File: src/rtl/seq_divider.sv
`default_nettype none
// ============================================================================
// Module   : seq_divider
// Purpose  : Multi-cycle restoring divider, one quotient bit per clock, with
//            optional signed (truncating) mode and divide-by-zero detection.
// Revision : 1.0 - initial release
// ============================================================================
module seq_divider #(
    parameter int N         = 8,
    parameter bit SIGNED_EN = 1'b1
) (
    input  logic         clk,
    input  logic         rst_n,
    input  logic         start,
    input  logic         signed_mode,
    input  logic [N-1:0] dividend,
    input  logic [N-1:0] divisor,
    output logic         busy,
    output logic         done,
    output logic [N-1:0] quotient,
    output logic [N-1:0] remainder,
    output logic         div_by_zero
);

    localparam int            CW     = $clog2(N);
    localparam logic [CW-1:0] C_LAST = CW'(N - 1);

    typedef enum logic [1:0] {
        S_IDLE = 2'd0,
        S_CALC = 2'd1,
        S_FIX  = 2'd2
    } state_t;

    state_t         r_state;
    state_t         w_next;

    logic [N-1:0]   r_dq;
    logic [N-1:0]   r_rem;
    logic [N-1:0]   r_bmag;
    logic           r_qneg;
    logic           r_rneg;
    logic [CW-1:0]  r_cnt;
    logic           r_busy;
    logic           r_done;
    logic           r_dbz;
    logic [N-1:0]   r_quot;
    logic [N-1:0]   r_remout;

    logic           w_sgn_act;
    logic           w_d_neg;
    logic           w_b_neg;
    logic [N-1:0]   w_d_mag;
    logic [N-1:0]   w_b_mag;
    logic           w_div_zero;
    logic [N:0]     w_shift;
    logic [N:0]     w_trial;
    logic           w_fits;

    assign w_sgn_act  = (SIGNED_EN != 1'b0) && signed_mode;
    assign w_d_neg    = w_sgn_act && dividend[N-1];
    assign w_b_neg    = w_sgn_act && divisor[N-1];
    // Magnitudes are unsigned N-bit, so negating -2^(N-1) yields 2^(N-1) exactly.
    assign w_d_mag    = w_d_neg ? -dividend : dividend;
    assign w_b_mag    = w_b_neg ? -divisor  : divisor;
    assign w_div_zero = (divisor == '0);

    // Partial remainder stays below the divisor, so the shifted value fits N+1 bits
    // and the trial's MSB is purely the borrow.
    assign w_shift = {r_rem, r_dq[N-1]};
    assign w_trial = w_shift - {1'b0, r_bmag};
    assign w_fits  = ~w_trial[N];

    always_ff @(posedge clk or negedge rst_n) begin
        if (!rst_n) begin
            r_state <= S_IDLE;
        end else begin
            r_state <= w_next;
        end
    end

    always_comb begin
        w_next = r_state;
        case (r_state)
            S_IDLE: begin
                if (start && !w_div_zero) begin
                    w_next = S_CALC;
                end
            end
            S_CALC: begin
                if (r_cnt == C_LAST) begin
                    w_next = S_FIX;
                end
            end
            S_FIX: begin
                w_next = S_IDLE;
            end
            default: begin
                w_next = S_IDLE;
            end
        endcase
    end

    always_ff @(posedge clk or negedge rst_n) begin
        if (!rst_n) begin
            r_dq     <= '0;
            r_rem    <= '0;
            r_bmag   <= '0;
            r_qneg   <= 1'b0;
            r_rneg   <= 1'b0;
            r_cnt    <= '0;
            r_busy   <= 1'b0;
            r_done   <= 1'b0;
            r_dbz    <= 1'b0;
            r_quot   <= '0;
            r_remout <= '0;
        end else begin
            r_done <= 1'b0;
            case (r_state)
                S_IDLE: begin
                    if (start) begin
                        if (w_div_zero) begin
                            r_quot   <= '1;
                            r_remout <= dividend;
                            r_dbz    <= 1'b1;
                            r_done   <= 1'b1;
                        end else begin
                            r_dq   <= w_d_mag;
                            r_bmag <= w_b_mag;
                            r_qneg <= w_d_neg ^ w_b_neg;
                            r_rneg <= w_d_neg;
                            r_rem  <= '0;
                            r_cnt  <= '0;
                            r_busy <= 1'b1;
                        end
                    end
                end
                S_CALC: begin
                    r_rem <= w_fits ? w_trial[N-1:0] : w_shift[N-1:0];
                    r_dq  <= {r_dq[N-2:0], w_fits};
                    r_cnt <= r_cnt + 1'b1;
                end
                S_FIX: begin
                    r_quot   <= r_qneg ? -r_dq  : r_dq;
                    r_remout <= r_rneg ? -r_rem : r_rem;
                    r_dbz    <= 1'b0;
                    r_done   <= 1'b1;
                    r_busy   <= 1'b0;
                end
                default: begin
                    r_busy <= 1'b0;
                end
            endcase
        end
    end

    assign busy        = r_busy;
    assign done        = r_done;
    assign quotient    = r_quot;
    assign remainder   = r_remout;
    assign div_by_zero = r_dbz;

endmodule
`default_nettype wire
File: config.mk
export PLATFORM = sky130hd
export DESIGN_NAME = seq_divider
export DESIGN_NICKNAME = d
export VERILOG_FILES = /design/src/rtl/seq_divider.sv
export SDC_FILE = /design/constraint.sdc
export NUM_CORES = 1
export LEC_CHECK = 0
export BUFFER_PORTS_ARGS = -buffer_cell sky130_fd_sc_hd__buf_2
export CORE_ASPECT_RATIO = 0.75
export CORE_MARGIN = 3
export CORE_UTILIZATION = 55
export CTS_BUF_LIST = sky130_fd_sc_hd__clkbuf_4
export DETAILED_ROUTE_END_ITERATION = 7
export GPL_TIMING_DRIVEN = 0
export MAX_ROUTING_LAYER = met4
export PLACE_DENSITY = 0.76
export REMOVE_ABC_BUFFERS = 1
export SLEW_MARGIN = 10
export SYNTH_ARGS = -nofsm -noshare
export SYNTH_HDL_FRONTEND = slang
export SYNTH_SLANG_ARGS = --single-unit
File: constraint.sdc
create_clock -name clk -period 2.7 [get_ports clk]
set_clock_uncertainty 0.1 [all_clocks]
set_input_delay 0.27 -clock clk [delete_from_list [all_inputs] [get_ports clk]]
set_output_delay 0.27 -clock clk [all_outputs]
set_load 0.1 [all_outputs]
### Word level (Yosys, flattened, before mapping)

Cells that the tools add are included.

| cells by class | value |
|---|---|
| add/subtract/negate cells | 6 |
| reduce and logical (&&, ||, !) cells | 13 |
| shift-type cells | 0 |
| multiplexer cells | 32 |
| bitwise logic cells | 4 |
| multiply operators | 0 |
| divide/modulo/power cells | 0 |
| order comparisons | 0 |
| equal/unequal tests | 8 |

Operator list:

| operator | number |
|---|---|
| 8-bit 2-to-1 mux | 13 |
| 8-bit case mux with 2 select lines | 4 |
| 8-bit negation | 4 |
| 3-bit AND reduction | 4 |
| 2-bit != test, second input constant | 5 |
| 9-bit by 8-bit subtractor with 9-bit output | 1 |
| 8-bit zero test | 1 |
| 1-bit 2-to-1 mux | 6 |
| 3-bit 2-to-1 mux | 2 |
| 1-bit case mux with 2 select lines | 3 |
| 3-bit case mux with 2 select lines | 1 |
| 2-bit 2-to-1 mux | 2 |
| 2-bit case mux with 2 select lines | 1 |
| 2-bit nonzero test | 2 |
| 3-bit by 1-bit adder with 3-bit output, second input constant | 1 |
| 3-bit == test, second input constant | 1 |
| 1-bit logical AND | 3 |
| 1-bit inverter | 3 |
| 2-bit by 1-bit == test with 1-bit output, second input constant | 1 |
| 2-bit == test, second input constant | 1 |
| 2-bit zero test | 1 |
| 2-bit AND reduction | 1 |
| 1-bit zero test | 1 |
| 1-bit XOR | 1 |

| storage, ports and cells | value |
|---|---|
| bits in latches | 0 |
| bits of input ports | 20 |
| word-level logic and storage cells | 75 |
| memories | 0 |
| bits in read-only memories | 0 |
| RAM bits | 0 |
| register bits after elaboration | 50 |

### Logic depth before layout (Yosys ltp)

| logic depth | value |
|---|---|
| depth in word-level cells | 5 |
| depth in mapped cells | 10 |
| mapped depth without buffers | 10 |

### Least setup slack after synthesis

No wires, ideal clock.

| timing | value |
|---|---|
| kind | register to register |
| start point | register r_dq[7] |
| end point | register r_rem[1] |
| cell stages (with the launch flop) | 11 |
| data arrival time | 2.030 ns |
| setup slack | 0.434 ns |
| data required time | 2.464 ns |
| period minus slack after synthesis | 2.266 ns |
| cell sequence | dfrtp_1 inv_1 ha_1 inv_1 fa_1 a21oi_1 o211ai_1 nand2_2 xor2_4 mux2i_1 o22ai_1 |

| between the ends | value |
|---|---|
| longest elaborated chain between the ends | 3 |

RTL lines:

| what | RTL line | RTL |
|---|---|---|
| from (decl) | 37 | `logic [N-1:0] r_dq;` |
| from (signal assigned) | 127 | `r_dq <= w_d_mag;` |
| from (signal assigned) | 139 | `r_dq <= {r_dq[N-2:0], w_fits};` |
| 9-bit by 8-bit subtractor with 9-bit output | 70 | `assign w_trial = w_shift - {1'b0, r_bmag};` |
| 8-bit 2-to-1 mux | 138 | `r_rem <= w_fits ? w_trial[N-1:0] : w_shift[N-1:0];` |
| 8-bit case mux with 2 select lines | 118 | `case (r_state)` |
| to (signal assigned) | 138 |  |
| to (decl) | 38 | `logic [N-1:0] r_rem;` |

Every way passes these cells.
A chain may end at the register's enable or synchronous reset.

### Worst setup path after layout

Ends and elaborated chain as after synthesis.

==> run summary <==
==================================================================================
Met2 routing resource usage after global routing ....................        0.328
Remaining routing DRC violations ....................................            0
Drt via density .....................................................         5.72
Leftover overflow at the end of global routing ......................            0
Post-synth EDFFs ....................................................            0
Total number of vias ................................................         2541
Fmax ................................................................      399 MHz
Share of synthesized area occupied by flip-flops and latches ........        0.415
Clock network latency to the later pin of the worst-skew pair .......      0.36 ns
Final worst path period share .......................................        0.928
CTS tree ............................................................         done
Die Area ............................................................     6410 um2
Per-cell routed wire length .........................................      15.3 um
Vertical die dimension ..............................................      70.1 um
Area leader, netlist ................................................      dfrtp_1
Top Ports ...........................................................           39
Most frequently used cell type in the post-synthesis netlist ........      dfrtp_1
Outcome ............................................................. finished clean
Share of synthesized flip-flops with an asynchronous set or reset ...         1.00
Share of layout cells above drive strength 1 ........................        0.159
Met3 track utilization from global routing ..........................       0.0441
Antenna diode count .................................................            0
GR peak layer .......................................................         met1
Final setup fails ...................................................            0
Chip Width ..........................................................      91.4 um
Leading cell types by count after synthesis ......................... 50 x dfrtp_1, 49 x nand2_1, 38 x o21ai_0, 24 x inv_1, 18 x a21oi_1
Yosys warns .........................................................            0
#FFs+latches synth ..................................................           50
Gate Count Post-Synth ...............................................          339
Synthesized cell area ...............................................     3010 um2
Maximum number of buffers from clock root to sink ...................            2
Worst-Margin Slew ...................................................      1.11 ns
Net count reported at finish ........................................          406
Leading cell types by total area after synthesis .................... dfrtp_1 42%, o21ai_0 6.3%, nand2_1 6.1%
Synth top area share ................................................        0.415
Post-layout minimum cycle time ......................................      2.51 ns
Effective utilization at floorplan ..................................        0.591
Arrival @ worst endpoint ............................................      2.63 ns
Overall routing resource usage ......................................        0.228
Antenna violations before repair ....................................            0
Max FO, Critical Path ...............................................            6
Synth-to-layout area growth .........................................        11.9%
H-tree depth ........................................................            2
Number of clock sinks ...............................................           50
Total Wirelength ....................................................      6810 um
Flip-flop cell with the highest count after synthesis ...............      dfrtp_1
Clock transition at the registers of the reported paths .............      0.14 ns
Crit path kind ......................................................   reg -> reg
Clock buffer count from CTS .........................................            5
Standard cell area after detailed placement .........................     3250 um2
Synth cell types ....................................................           41
Post-route design area ..............................................     3370 um2
Initial detailed-routing violation count ............................          154
Number of violations of the max-capacitance limit ...................            0
Pin count of the biggest net entering global routing ................           51
Length of the first detailed-routing pass in iterations .............            5
Clock root buffer ...................................................     clkbuf_4
Port-buffer cells ...................................................           38
Data required time of the critical path .............................      2.82 ns
RSZ-0062 raised after global routing ................................        false
Final GP Congestion .................................................        0.839
Remaining number of nets flagged by the antenna check after routing .            0
Kind of path behind the tightest hold check .........................  in -> async
Launching element type of the critical path .........................         flop
Crit end category ...................................................         flop
Wire length of the first global-routing pass ........................     11500 um
Slew margin rel. ....................................................        0.262
Via count of the first global-routing pass ..........................         2365
Endpoints failing hold ..............................................            0
Logic depth of the worst register-to-register path ..................           11
Placed wire-length estimate after detailed placement ................      5070 um
Count of pins over their slew limit .................................            0
Row cnt .............................................................           22
Average cell area after synthesis ...................................     8.88 um2
Area of the core region .............................................     5090 um2
Met1 usage in global routing ........................................        0.340
==================================================================================
==> metal layers <==
layer	vias up	part of all wire
met5	-	0
met4	0	0.0050
met3	6	0.071
met2	87	0.44
met1	1221	0.49
li1	1227	-
==> path summary, 6_finish.rpt <==
kind                                             from                     to  slack, ns
worst min register to register  r_bmag[1]$_DFFE_PN0P_  r_bmag[1]$_DFFE_PN0P_       0.40
worst max-delay path              r_dq[7]$_DFFE_PN0P_   r_rem[1]$_DFFE_PN0P_       0.19
min in group clk                          signed_mode     r_qneg$_DFFE_PN0P_       0.10
worst max register to register    r_dq[7]$_DFFE_PN0P_   r_rem[1]$_DFFE_PN0P_       0.19
worst min-delay path                            rst_n   r_rem[7]$_DFFE_PN0P_      0.004
max in group asynchronous                       rst_n       busy$_DFFE_PN0P_       1.82
==> layout make-up <==
class                      instances  area [um2]
sequential                        50        1250
tap                               72        90.1
clock buffer                       5        37.5
inverter                          24        90.1
timing repair buffer              42         228
multi-input combinational        248        1610
fill                             451        1720
clock inverter                     3        63.8
==> sequential cells by signal, summed over array words and instances (netlist names), 2 cells and up <==
name,flops
quotient,8
r_bmag,8
r_cnt,3
r_dq,8
r_rem,8
r_state,2
remainder,8
==> critical path, cell delays in order (launching register included) <==
cell,delay (ns)
dfrtp_1,0.40
inv_1,0.13
ha_1,0.16
inv_1,0.06
fa_1,0.43
a21oi_2,0.19
o211ai_1,0.15
nand2_2,0.13
xor2_4,0.15
buf_4,0.17
mux2i_1,0.19
o22ai_1,0.10
==> repair_timing <==
action / CTS / global route
setup buffers: 0 / 2
setup endpoints to repair: 0 / 9
hold buffers: 0 / 0
gates resized for setup: 0 / 1
==> layout by cell type, fill, tap and decap left out, drive strengths merged, types with 2 or more instances in the layout <==
cell and count:
o21ai 42, o22ai 3, nor3 14, o31ai 5, nand3 6, a32oi 2
ha 14, xnor2 14, xor2 16, inv 24, o211ai 3, clkbuf 5
nor2 15, a21o 3, nand2b 3, buf 42, dfrtp 50, mux2i 16
a21oi 18, bufinv 2, a31oi 5, nor2b 5, nand2 50
==> cells by family (layout without fill, tap and decap cells) <==
kind of cell	after synthesis	in the layout	share of synthesized area
XOR/XNOR	30	30	0.0935
flip-flops	50	50	0.415
buffers and inverters	41	74	0.0544
AO/OA/AOI/OAI	85	85	0.163
multiplexers	16	16	0.0532
adder cells (fa/ha/maj)	15	15	0.0648
AND/OR/NAND/NOR	102	102	0.155
==> stage by stage <==
step	setup TNS, ns	instances	worst slack (ns)	hold slack (ns)	utilization
finish	0	444	0.194	0.00426	0.662
global route	0	444	0.0284	0.0692	0.662
detailed placement	0	434	0.0368	0.373	0.638
CTS	0	442	0.0136	0.0312	0.658
global placement	-14.43	432	-0.999	0.363	0.632
floorplan	-0.0868	322	-0.0437	-0.126	-
Power is not shown: default switching activity piles up to over one toggle a cycle in this logic, so the estimate is an artifact.
